`config.mk`:
```
export PLATFORM = sky130hd
export DESIGN_NAME = nx_mimosa_v40_feature_axil
export DESIGN_NICKNAME = d
export VERILOG_FILES = /design/src/rtl/nx_mimosa_v40_pkg.sv /design/src/rtl/nx_mimosa_v40_feat_fifo.sv /design/src/rtl/nx_mimosa_v40_feature_axil.sv
export SDC_FILE = /design/constraint.sdc
export NUM_CORES = 1
export LEC_CHECK = 0
export BUFFER_PORTS_ARGS = -buffer_cell sky130_fd_sc_hd__buf_2
export CORE_MARGIN = 3
export CORE_UTILIZATION = 40
export CTS_CLUSTER_SIZE = 8
export DETAILED_ROUTE_END_ITERATION = 10
export SLEW_MARGIN = 20
export SYNTH_ARGS = -nofsm -noshare
export SYNTH_HDL_FRONTEND = slang
export SYNTH_SLANG_ARGS = --single-unit
```
`constraint.sdc`:
```
create_clock -name clk -period 13.3 [get_ports clk]
set_input_delay 0.665 -clock clk [delete_from_list [all_inputs] [get_ports clk]]
set_output_delay 0.665 -clock clk [all_outputs]
set_load 0.02 [all_outputs]
```
`src/rtl/nx_mimosa_v40_pkg.sv`:
```
// Shared types and register map for the classifier feature AXI-Lite block.
package nx_mimosa_v40_pkg;

    // Snapshot produced by the feature extractor; Q16.16 fields are carried raw.
    typedef struct packed {
        logic [31:0] spd_avg;
        logic [31:0] omega_peak;
        logic [31:0] omega_avg;
        logic [31:0] nis_cv_avg;
        logic [31:0] nis_cv_peak;
        logic [31:0] mu_ct_peak;
        logic [31:0] mu_ca_peak;
        logic        is_maneuvering;
        logic        is_high_dynamics;
    } classifier_features_t;

    typedef struct packed {
        classifier_features_t f;
        logic [15:0]          seq;
    } feat_entry_t;

    typedef struct packed {
        logic [7:0]  id;
        logic [15:0] conf;
    } platform_result_t;

    typedef enum logic [0:0] {W_IDLE, W_RESP} w_state_t;
    typedef enum logic [0:0] {R_IDLE, R_DATA} r_state_t;

    localparam logic [1:0] RESP_OKAY   = 2'b00;
    localparam logic [1:0] RESP_SLVERR = 2'b10;

    // Byte offsets; bits [1:0] of the bus address are ignored.
    localparam int unsigned REG_STATUS      = 32'h00;
    localparam int unsigned REG_CTRL        = 32'h04;
    localparam int unsigned REG_SPD_AVG     = 32'h08;
    localparam int unsigned REG_OMEGA_PEAK  = 32'h0C;
    localparam int unsigned REG_OMEGA_AVG   = 32'h10;
    localparam int unsigned REG_NIS_CV_AVG  = 32'h14;
    localparam int unsigned REG_NIS_CV_PEAK = 32'h18;
    localparam int unsigned REG_MU_CT_PEAK  = 32'h1C;
    localparam int unsigned REG_MU_CA_PEAK  = 32'h20;
    localparam int unsigned REG_FLAGS       = 32'h24;
    localparam int unsigned REG_RESULT      = 32'h28;
    localparam int unsigned REG_END         = 32'h2C;

endpackage

```
`src/rtl/nx_mimosa_v40_feat_fifo.sv`:
```
// Snapshot FIFO. A pop is applied before a push, so a full FIFO that is
// popped and pushed in the same cycle accepts the new entry.
module nx_mimosa_v40_feat_fifo
    import nx_mimosa_v40_pkg::*;
#(
    parameter int unsigned FIFO_DEPTH = 4
) (
    input  logic                          clk,
    input  logic                          rst_n,
    input  logic                          push,
    input  logic                          pop,
    input  feat_entry_t                   din,
    output feat_entry_t                   head,
    output logic [$clog2(FIFO_DEPTH):0]   count,
    output logic                          full,
    output logic                          empty,
    output logic                          accepted,
    output logic                          dropped
);

    localparam int unsigned AW = $clog2(FIFO_DEPTH);
    localparam int unsigned CW = AW + 1;

    feat_entry_t   mem [FIFO_DEPTH];
    logic [AW-1:0] wr_ptr;
    logic [AW-1:0] rd_ptr;
    logic          pop_ok;

    assign empty    = (count == '0);
    assign full     = (count == CW'(FIFO_DEPTH));
    assign pop_ok   = pop && !empty;
    assign accepted = push && (!full || pop_ok);
    assign dropped  = push && full && !pop_ok;
    assign head     = mem[rd_ptr];

    // Storage array; contents are don't-care while empty, so no reset.
    always_ff @(posedge clk) begin
        if (accepted) begin
            mem[wr_ptr] <= din;
        end
    end

    // Pointers and occupancy.
    always_ff @(posedge clk or negedge rst_n) begin
        if (!rst_n) begin
            wr_ptr <= '0;
            rd_ptr <= '0;
            count  <= '0;
        end else begin
            if (accepted) wr_ptr <= wr_ptr + 1'b1;
            if (pop_ok)   rd_ptr <= rd_ptr + 1'b1;
            if (accepted && !pop_ok)      count <= count + 1'b1;
            else if (!accepted && pop_ok) count <= count - 1'b1;
        end
    end

endmodule

```
`src/rtl/nx_mimosa_v40_feature_axil.sv`:
```
// AXI-Lite slave buffering classifier feature snapshots for the PS and
// returning the platform-ID result to the PL as a one-cycle pulse.
// Optional: define NX_MIMOSA_FEAT_IRQ_EN to add the irq output and STATUS[11].
module nx_mimosa_v40_feature_axil
    import nx_mimosa_v40_pkg::*;
#(
    parameter int unsigned FIFO_DEPTH = 4,
    parameter int unsigned ADDR_W     = 8,
    parameter int unsigned IRQ_THRESH = 1
) (
    input  logic                 clk,
    input  logic                 rst_n,
    input  classifier_features_t features,
    input  logic                 features_valid,
    input  logic [ADDR_W-1:0]    s_axil_awaddr,
    input  logic                 s_axil_awvalid,
    output logic                 s_axil_awready,
    input  logic [31:0]          s_axil_wdata,
    input  logic [3:0]           s_axil_wstrb,
    input  logic                 s_axil_wvalid,
    output logic                 s_axil_wready,
    output logic [1:0]           s_axil_bresp,
    output logic                 s_axil_bvalid,
    input  logic                 s_axil_bready,
    input  logic [ADDR_W-1:0]    s_axil_araddr,
    input  logic                 s_axil_arvalid,
    output logic                 s_axil_arready,
    output logic [31:0]          s_axil_rdata,
    output logic [1:0]           s_axil_rresp,
    output logic                 s_axil_rvalid,
    input  logic                 s_axil_rready,
    output logic [7:0]           platform_id,
    output logic [15:0]          platform_conf,
`ifdef NX_MIMOSA_FEAT_IRQ_EN
    output logic                 irq,
`endif
    output logic                 platform_valid
);

    localparam int unsigned CW = $clog2(FIFO_DEPTH) + 1;

    w_state_t         w_state_q, w_state_d;
    r_state_t         r_state_q, r_state_d;
    logic             ready_en_q;
    logic [15:0]      seq_q;
    logic [15:0]      drop_cnt_q;
    logic             overflow_q;
    platform_result_t result_q;
    logic             platform_valid_q;
    logic             irq_bit;

    logic [31:0]      aw_off;
    logic [31:0]      ar_off;
    logic             aw_acc;
    logic             ar_acc;
    logic             ctrl_pop;
    logic             ctrl_clr;
    logic             result_wr;
    logic [1:0]       bresp_d;
    logic [31:0]      rd_data_d;
    logic [1:0]       rd_resp_d;
    logic [31:0]      status_word;

    feat_entry_t      fifo_din;
    feat_entry_t      head;
    logic [CW-1:0]    count;
    logic             full;
    logic             empty;
    logic             push_ok;
    logic             dropped;

    logic             unused_bits;
    assign unused_bits = ^{s_axil_wdata[31:24], s_axil_awaddr[1:0], s_axil_araddr[1:0]};

    assign aw_off = 32'({s_axil_awaddr[ADDR_W-1:2], 2'b00});
    assign ar_off = 32'({s_axil_araddr[ADDR_W-1:2], 2'b00});

    assign fifo_din = '{f: features, seq: seq_q};

    nx_mimosa_v40_feat_fifo #(
        .FIFO_DEPTH (FIFO_DEPTH)
    ) u_fifo (
        .clk      (clk),
        .rst_n    (rst_n),
        .push     (features_valid),
        .pop      (ctrl_pop),
        .din      (fifo_din),
        .head     (head),
        .count    (count),
        .full     (full),
        .empty    (empty),
        .accepted (push_ok),
        .dropped  (dropped)
    );

    // Write channel FSM: AW and W must arrive together, then one B beat.
    always_comb begin
        w_state_d      = w_state_q;
        s_axil_awready = 1'b0;
        s_axil_wready  = 1'b0;
        s_axil_bvalid  = 1'b0;
        case (w_state_q)
            W_IDLE: begin
                s_axil_awready = ready_en_q;
                s_axil_wready  = ready_en_q;
                if (ready_en_q && s_axil_awvalid && s_axil_wvalid) w_state_d = W_RESP;
            end
            W_RESP: begin
                s_axil_bvalid = 1'b1;
                if (s_axil_bready) w_state_d = W_IDLE;
            end
            default: w_state_d = W_IDLE;
        endcase
    end

    assign aw_acc = s_axil_awready && s_axil_awvalid && s_axil_wvalid;

    // Write decode: CTRL ignores wstrb, RESULT needs a full-word strobe.
    always_comb begin
        ctrl_pop  = 1'b0;
        ctrl_clr  = 1'b0;
        result_wr = 1'b0;
        bresp_d   = RESP_OKAY;
        if (aw_acc) begin
            if (aw_off >= REG_END) begin
                bresp_d = RESP_SLVERR;
            end else if (aw_off == REG_CTRL) begin
                ctrl_pop = s_axil_wdata[0];
                ctrl_clr = s_axil_wdata[1];
            end else if (aw_off == REG_RESULT && s_axil_wstrb == 4'hF) begin
                result_wr = 1'b1;
            end
        end
    end

    // Read channel FSM: data registered at AR acceptance, held until rready.
    always_comb begin
        r_state_d      = r_state_q;
        s_axil_arready = 1'b0;
        s_axil_rvalid  = 1'b0;
        case (r_state_q)
            R_IDLE: begin
                s_axil_arready = ready_en_q;
                if (ready_en_q && s_axil_arvalid) r_state_d = R_DATA;
            end
            R_DATA: begin
                s_axil_rvalid = 1'b1;
                if (s_axil_rready) r_state_d = R_IDLE;
            end
            default: r_state_d = R_IDLE;
        endcase
    end

    assign ar_acc = s_axil_arready && s_axil_arvalid;

    assign status_word = {drop_cnt_q, 4'b0, irq_bit, overflow_q, full, empty, 3'b0,
                          5'(count)};

    // Read decode; FIFO-backed registers read 0 while empty.
    always_comb begin
        rd_data_d = '0;
        rd_resp_d = RESP_OKAY;
        case (ar_off)
            REG_STATUS:      rd_data_d = status_word;
            REG_CTRL:        rd_data_d = '0;
            REG_SPD_AVG:     if (!empty) rd_data_d = head.f.spd_avg;
            REG_OMEGA_PEAK:  if (!empty) rd_data_d = head.f.omega_peak;
            REG_OMEGA_AVG:   if (!empty) rd_data_d = head.f.omega_avg;
            REG_NIS_CV_AVG:  if (!empty) rd_data_d = head.f.nis_cv_avg;
            REG_NIS_CV_PEAK: if (!empty) rd_data_d = head.f.nis_cv_peak;
            REG_MU_CT_PEAK:  if (!empty) rd_data_d = head.f.mu_ct_peak;
            REG_MU_CA_PEAK:  if (!empty) rd_data_d = head.f.mu_ca_peak;
            REG_FLAGS: begin
                if (!empty) begin
                    rd_data_d = {head.seq, 14'b0, head.f.is_high_dynamics,
                                 head.f.is_maneuvering};
                end
            end
            REG_RESULT:      rd_data_d = {8'h00, result_q.conf, result_q.id};
            default:         rd_resp_d = RESP_SLVERR;
        endcase
    end

    // FSM state, bus response registers and ready gating after reset.
    always_ff @(posedge clk or negedge rst_n) begin
        if (!rst_n) begin
            w_state_q    <= W_IDLE;
            r_state_q    <= R_IDLE;
            ready_en_q   <= 1'b0;
            s_axil_bresp <= RESP_OKAY;
            s_axil_rdata <= '0;
            s_axil_rresp <= RESP_OKAY;
        end else begin
            w_state_q  <= w_state_d;
            r_state_q  <= r_state_d;
            ready_en_q <= 1'b1;
            if (aw_acc) s_axil_bresp <= bresp_d;
            if (ar_acc) begin
                s_axil_rdata <= rd_data_d;
                s_axil_rresp <= rd_resp_d;
            end
        end
    end

    // Sequence number, overflow tracking and the PS result.
    always_ff @(posedge clk or negedge rst_n) begin
        if (!rst_n) begin
            seq_q            <= '0;
            overflow_q       <= 1'b0;
            drop_cnt_q       <= '0;
            result_q         <= '0;
            platform_valid_q <= 1'b0;
        end else begin
            if (push_ok) seq_q <= seq_q + 16'd1;
            if (ctrl_clr) begin
                overflow_q <= 1'b0;
                drop_cnt_q <= '0;
            end else if (dropped) begin
                overflow_q <= 1'b1;
                if (drop_cnt_q != 16'hFFFF) drop_cnt_q <= drop_cnt_q + 16'd1;
            end
            if (result_wr) begin
                result_q.id   <= s_axil_wdata[7:0];
                result_q.conf <= s_axil_wdata[23:8];
            end
            platform_valid_q <= result_wr;
        end
    end

    assign platform_id    = result_q.id;
    assign platform_conf  = result_q.conf;
    assign platform_valid = platform_valid_q;

`ifdef NX_MIMOSA_FEAT_IRQ_EN
    logic irq_q;

    // Interrupt level, registered from current occupancy and overflow.
    always_ff @(posedge clk or negedge rst_n) begin
        if (!rst_n) irq_q <= 1'b0;
        else        irq_q <= (32'(count) >= IRQ_THRESH) || overflow_q;
    end

    assign irq     = irq_q;
    assign irq_bit = irq_q;
`else
    logic unused_irq_thresh;
    assign unused_irq_thresh = (IRQ_THRESH == 32'd0);
    assign irq_bit           = 1'b0;
`endif

endmodule

```
==> impl_metrics.csv <==
group,metric,value,unit
synthesis,ys_seq_elements,1070,
floorplan,core_area,102000,µm²
grt,grt_max_degree,165,
detailed_routing,routed_wl,107000,µm
synthesis,synthAdderAreaFrac,0.00260,
clocking,cts_tree,"built",
placed_design,hpwl,68000,µm
hold_path,hp-start,"s_axil_bready",
synthesis,syn_area_per_cell,21.1,µm²
final_layout,nNetsFinal,2667,
critical_path,cpMostUsedCell,"buf_4",
grt,track_usage,0.200,
power_and_ir_drop,sw_frac_of_total,0.238,
synthesis,synth-simple-area-share,0.0295,
synthesis,ys_seq_area_frac,0.765,
floorplan,ios,352,
hold_path,holdPathStages,2,
critical_path,cp-startpoint,"w_state_q",
timing,clock_skew,0.0273,ns
grt,antenna_found_initial,63,
power_and_ir_drop,p_int,0.00685,W
timing,tightest_slew,1.21,ns
timing,setup_viol,0,
critical_path,cp_data_arrival_time,5.51,ns
final_layout,final_layout_size_suffix_gt1_frac,0.340,
power_and_ir_drop,p_switching,0.00214,W
critical_path,critical-path-slowest-cell,"and3_4",
detailed_routing,ant_nets,0,
floorplan,start_util,0.404,
critical_path,path_max_fanout,68,
detailed_routing,via_count,21776,
timing,fin_crit_sh,0.389,
critical_path,cp.required,13.63,ns
timing,drv_slew,0,
clocking,cts_setup_buffers,0,
critical_path,startpoint_type,"register",
outcome,status,"finished, final reports clean",
floorplan,chipHeight,327,µm
grt,grt_overflow,0,
clocking,clock_path_buffers,3,
detailed_routing,drtIter0Drc,2288,
timing,fmax,193,MHz
hold_path,hold_path_class,"input pin to register",
timing,fin_tns_setup,0,ns
timing,hold_violations,0,
placed_design,dpl.cell_count,3583,
power_and_ir_drop,p_clk_frac,0.399,
flow_run,maxCapViolCount,0,
power_and_ir_drop,peakVddDrop,0.122,mV
final_layout,area_growth_syn_to_layout,18.9,%
synthesis,synth_compound_area_frac,0.0424,
synthesis,async_reset_ff_frac,0.0953,
detailed_routing,drc_errors,0,
synthesis,synth_edf_count,968,
grt,grt_pass1_wl,156000,µm
clocking,cts_sinks,1070,
synthesis,yosysWarnings,0,
synthesis,synth_cell_types,62,
clocking,cts_resized,0,
clocking,clkLatencyLatePin,0.74,ns
floorplan,die_w,327,µm
floorplan,die-area,107000,µm²
critical_path,endpoint_kind,"register",
synthesis,synth_top_family_by_area,"multiplexers",
floorplan,placementRows,117,
placed_design,routabilityCongestion,0.803,
critical_path,critPathMaxStageDelay,0.94,ns
timing,period_needed,5.18,ns
synthesis,netlist_instances,1955,
power_and_ir_drop,powerDensity,183,nW/µm²
synthesis,yosys-mux-area-fraction,0.141,
timing,rsz0062_at_grt,"no",
critical_path,ff2ff_path_depth,6,
clocking,numCtsBuffers,153,
power_and_ir_drop,power_leakage,16.5,nW
power_and_ir_drop,combPwrFrac,0.097,
timing,slew_headroom,0.192,
synthesis,syn_area,41300,µm²
clocking,htreeDepth,4,
synthesis,ys.flop_type,"edfxtp_1",
grt,grt_pass1_vias,22390,
final_layout,layoutNonFillerInstCount,3863,
critical_path,path_cells,"and4b_1 > and4_1 > a21o_1 > and3_4 > buf_4 > buf_4",
detailed_routing,wl_per_cell,27.7,µm
detailed_routing,drtPass1Iterations,7,
synthesis,synth_xor_area_frac,0.00424,
clocking,cts-root-buf,"clkbuf_16",
detailed_routing,viasPerCell,5.64,
placed_design,numPortBuffers,337,
critical_path,critPathKind,"register to register",
critical_path,r2r_start,"w_state_q",
clocking,cts.clk_slew.worst_paths,0.05,ns
power_and_ir_drop,seqPwrFrac,0.504,
## cell type report
type | count | area (µm²)
fillers | 8470 | 53100
flip-flops and latches | 1070 | 31600
multi-input cells | 761 | 9120
clock buffers | 241 | 4240
repair buffers | 373 | 2040
well taps | 1368 | 1710
clock inverters | 15 | 262
inverters | 14 | 52.6
diodes | 21 | 52.6
## synthesized netlist by cell type (7+ instances only)
| master | n | area (µm²) |
|---|---|---|
| a221o_1 | 11 | 110 |
| and3_1 | 22 | 138 |
| clkbuf_1 | 38 | 143 |
| a22oi_1 | 94 | 706 |
| or4_1 | 10 | 75.1 |
| mux4_2 | 242 | 5450 |
| nand4_1 | 31 | 194 |
| a211o_1 | 11 | 96.3 |
| nand3_1 | 24 | 120 |
| nand2_1 | 74 | 278 |
| edfxtp_1 | 968 | 29100 |
| nor3_1 | 8 | 40.0 |
| a21o_1 | 9 | 67.6 |
| o21ai_0 | 12 | 60.1 |
| buf_1 | 7 | 26.3 |
| a22o_1 | 24 | 210 |
| nor2_1 | 21 | 78.8 |
| buf_4 | 13 | 97.6 |
| mux2_2 | 28 | 315 |
| o31ai_1 | 9 | 67.6 |
| inv_1 | 14 | 52.6 |
| xnor2_1 | 18 | 158 |
| ha_1 | 7 | 87.6 |
| buf_2 | 47 | 235 |
| dfrtp_1 | 102 | 2550 |
| a31oi_1 | 14 | 87.6 |
| a21oi_1 | 27 | 135 |
## power groups by stage
| stage | combinational, W | sequential (W) | clock (W) |
|---|---|---|---|
| final | 0.000873 | 0.00453 | 0.00359 |
| after global routing | 0.000940 | 0.00457 | 0.00383 |
| after CTS | 0.000885 | 0.00453 | 0.00367 |
| after detailed placement | 0.000882 | 0.00459 | 0 |
| after global placement | 0.000869 | 0.00455 | 0 |
| after floorplan | 0.000519 | 0.00469 | 0 |
## per-layer routing
| metal | track usage | share of wire |
|---|---|---|
| met1 | 0.266 | 0.40 |
| met2 | 0.310 | 0.48 |
| met5 | 0 | 0.0022 |
| met4 | 0.0684 | 0.028 |
| met3 | 0.0685 | 0.094 |
## placed cells by master, fill, tap and decap left out, types with 8 or more instances in the layout
master / synthesis / routed
a22o_1: 24 / 24
or4_1: 10 / 10
nand2_1: 74 / 73
a211o_1: 11 / 10
mux2_2: 28 / 28
and3_1: 22 / 18
mux4_2: 242 / 242
inv_1: 14 / 14
nor3_1: 8 / 8
a22oi_1: 94 / 94
o21ai_0: 12 / 12
a21oi_1: 27 / 27
clkbuf_16: 0 / 156
nor2_1: 21 / 20
clkbuf_1: 38 / 83
a21o_1: 9 / 9
dfrtp_1: 102 / 100
buf_4: 13 / 30
edfxtp_1: 968 / 968
xnor2_1: 18 / 18
diode_2: 0 / 21
buf_2: 47 / 336
nand4_1: 31 / 31
o31ai_1: 9 / 9
a221o_1: 11 / 11
nand3_1: 24 / 24
a31oi_1: 14 / 14
## state kept, by name, summed over array words and instances, names as in the netlist, 2 cells and up
signal         count
platform_conf     16
s_axil_rdata      32
u_fifo.rd_ptr      2
u_fifo.mem       968
drop_cnt_q        16
u_fifo.count       3
u_fifo.wr_ptr      2
seq_q             16
platform_id        8
## stage by stage
step	area (µm²)	total power (W)	utilization	hold slack (ns)	setup slack, ns
finish	49100	0.00899	0.481	0.122	8.12
global route	49100	0.00934	0.480	0.109	7.85
CTS	49000	0.00909	0.480	0.0779	8.05
detailed placement	44500	0.00547	0.435	0.465	7.63
global placement	44500	0.00542	0.435	0.463	7.61
floorplan	41300	0.00521	-	0.369	5.22
## cell families (layout without fill, tap and decap cells)
logic type,count (synthesis),in the layout
other cells,2,24
flops,1070,1070
compound gates,234,234
simple gates,222,222
fa+ha+maj,8,8
buf+inv,125,643
mux,274,274
xor+xnor,20,20
## what timing repair did
item / 4_1_cts / 5_1_grt
hold buffers: 1 / 0
hold endpoints to repair: 39 / 0
endpoints found under the setup margin: 0 / 0
## worst paths after layout
| path | endpoint | slack, ns |
|---|---|---|
| worst max-delay path | u_fifo.mem[3][88] | 8.12 |
| worst min-delay path | w_state_q | 0.12 |
| worst max register to register | u_fifo.mem[3][88] | 8.12 |
| worst min register to register | s_axil_rdata[9] | 0.48 |
| max in group asynchronous | u_fifo.rd_ptr[0] | 11.29 |
| min in group asynchronous | platform_conf[1] | 0.49 |
## critical path, delay by kind of cell (launching register included)
| family | cells | cell delay [ns] |
|---|---|---|
| AOI/OAI and AO/OA | 1 | 0.60 |
| buffers and inverters | 2 | 1.88 |
| DFF | 1 | 0.42 |
| and+or+nand+nor | 3 | 1.71 |
No activity file was read; power rests on OpenSTA's default activity.
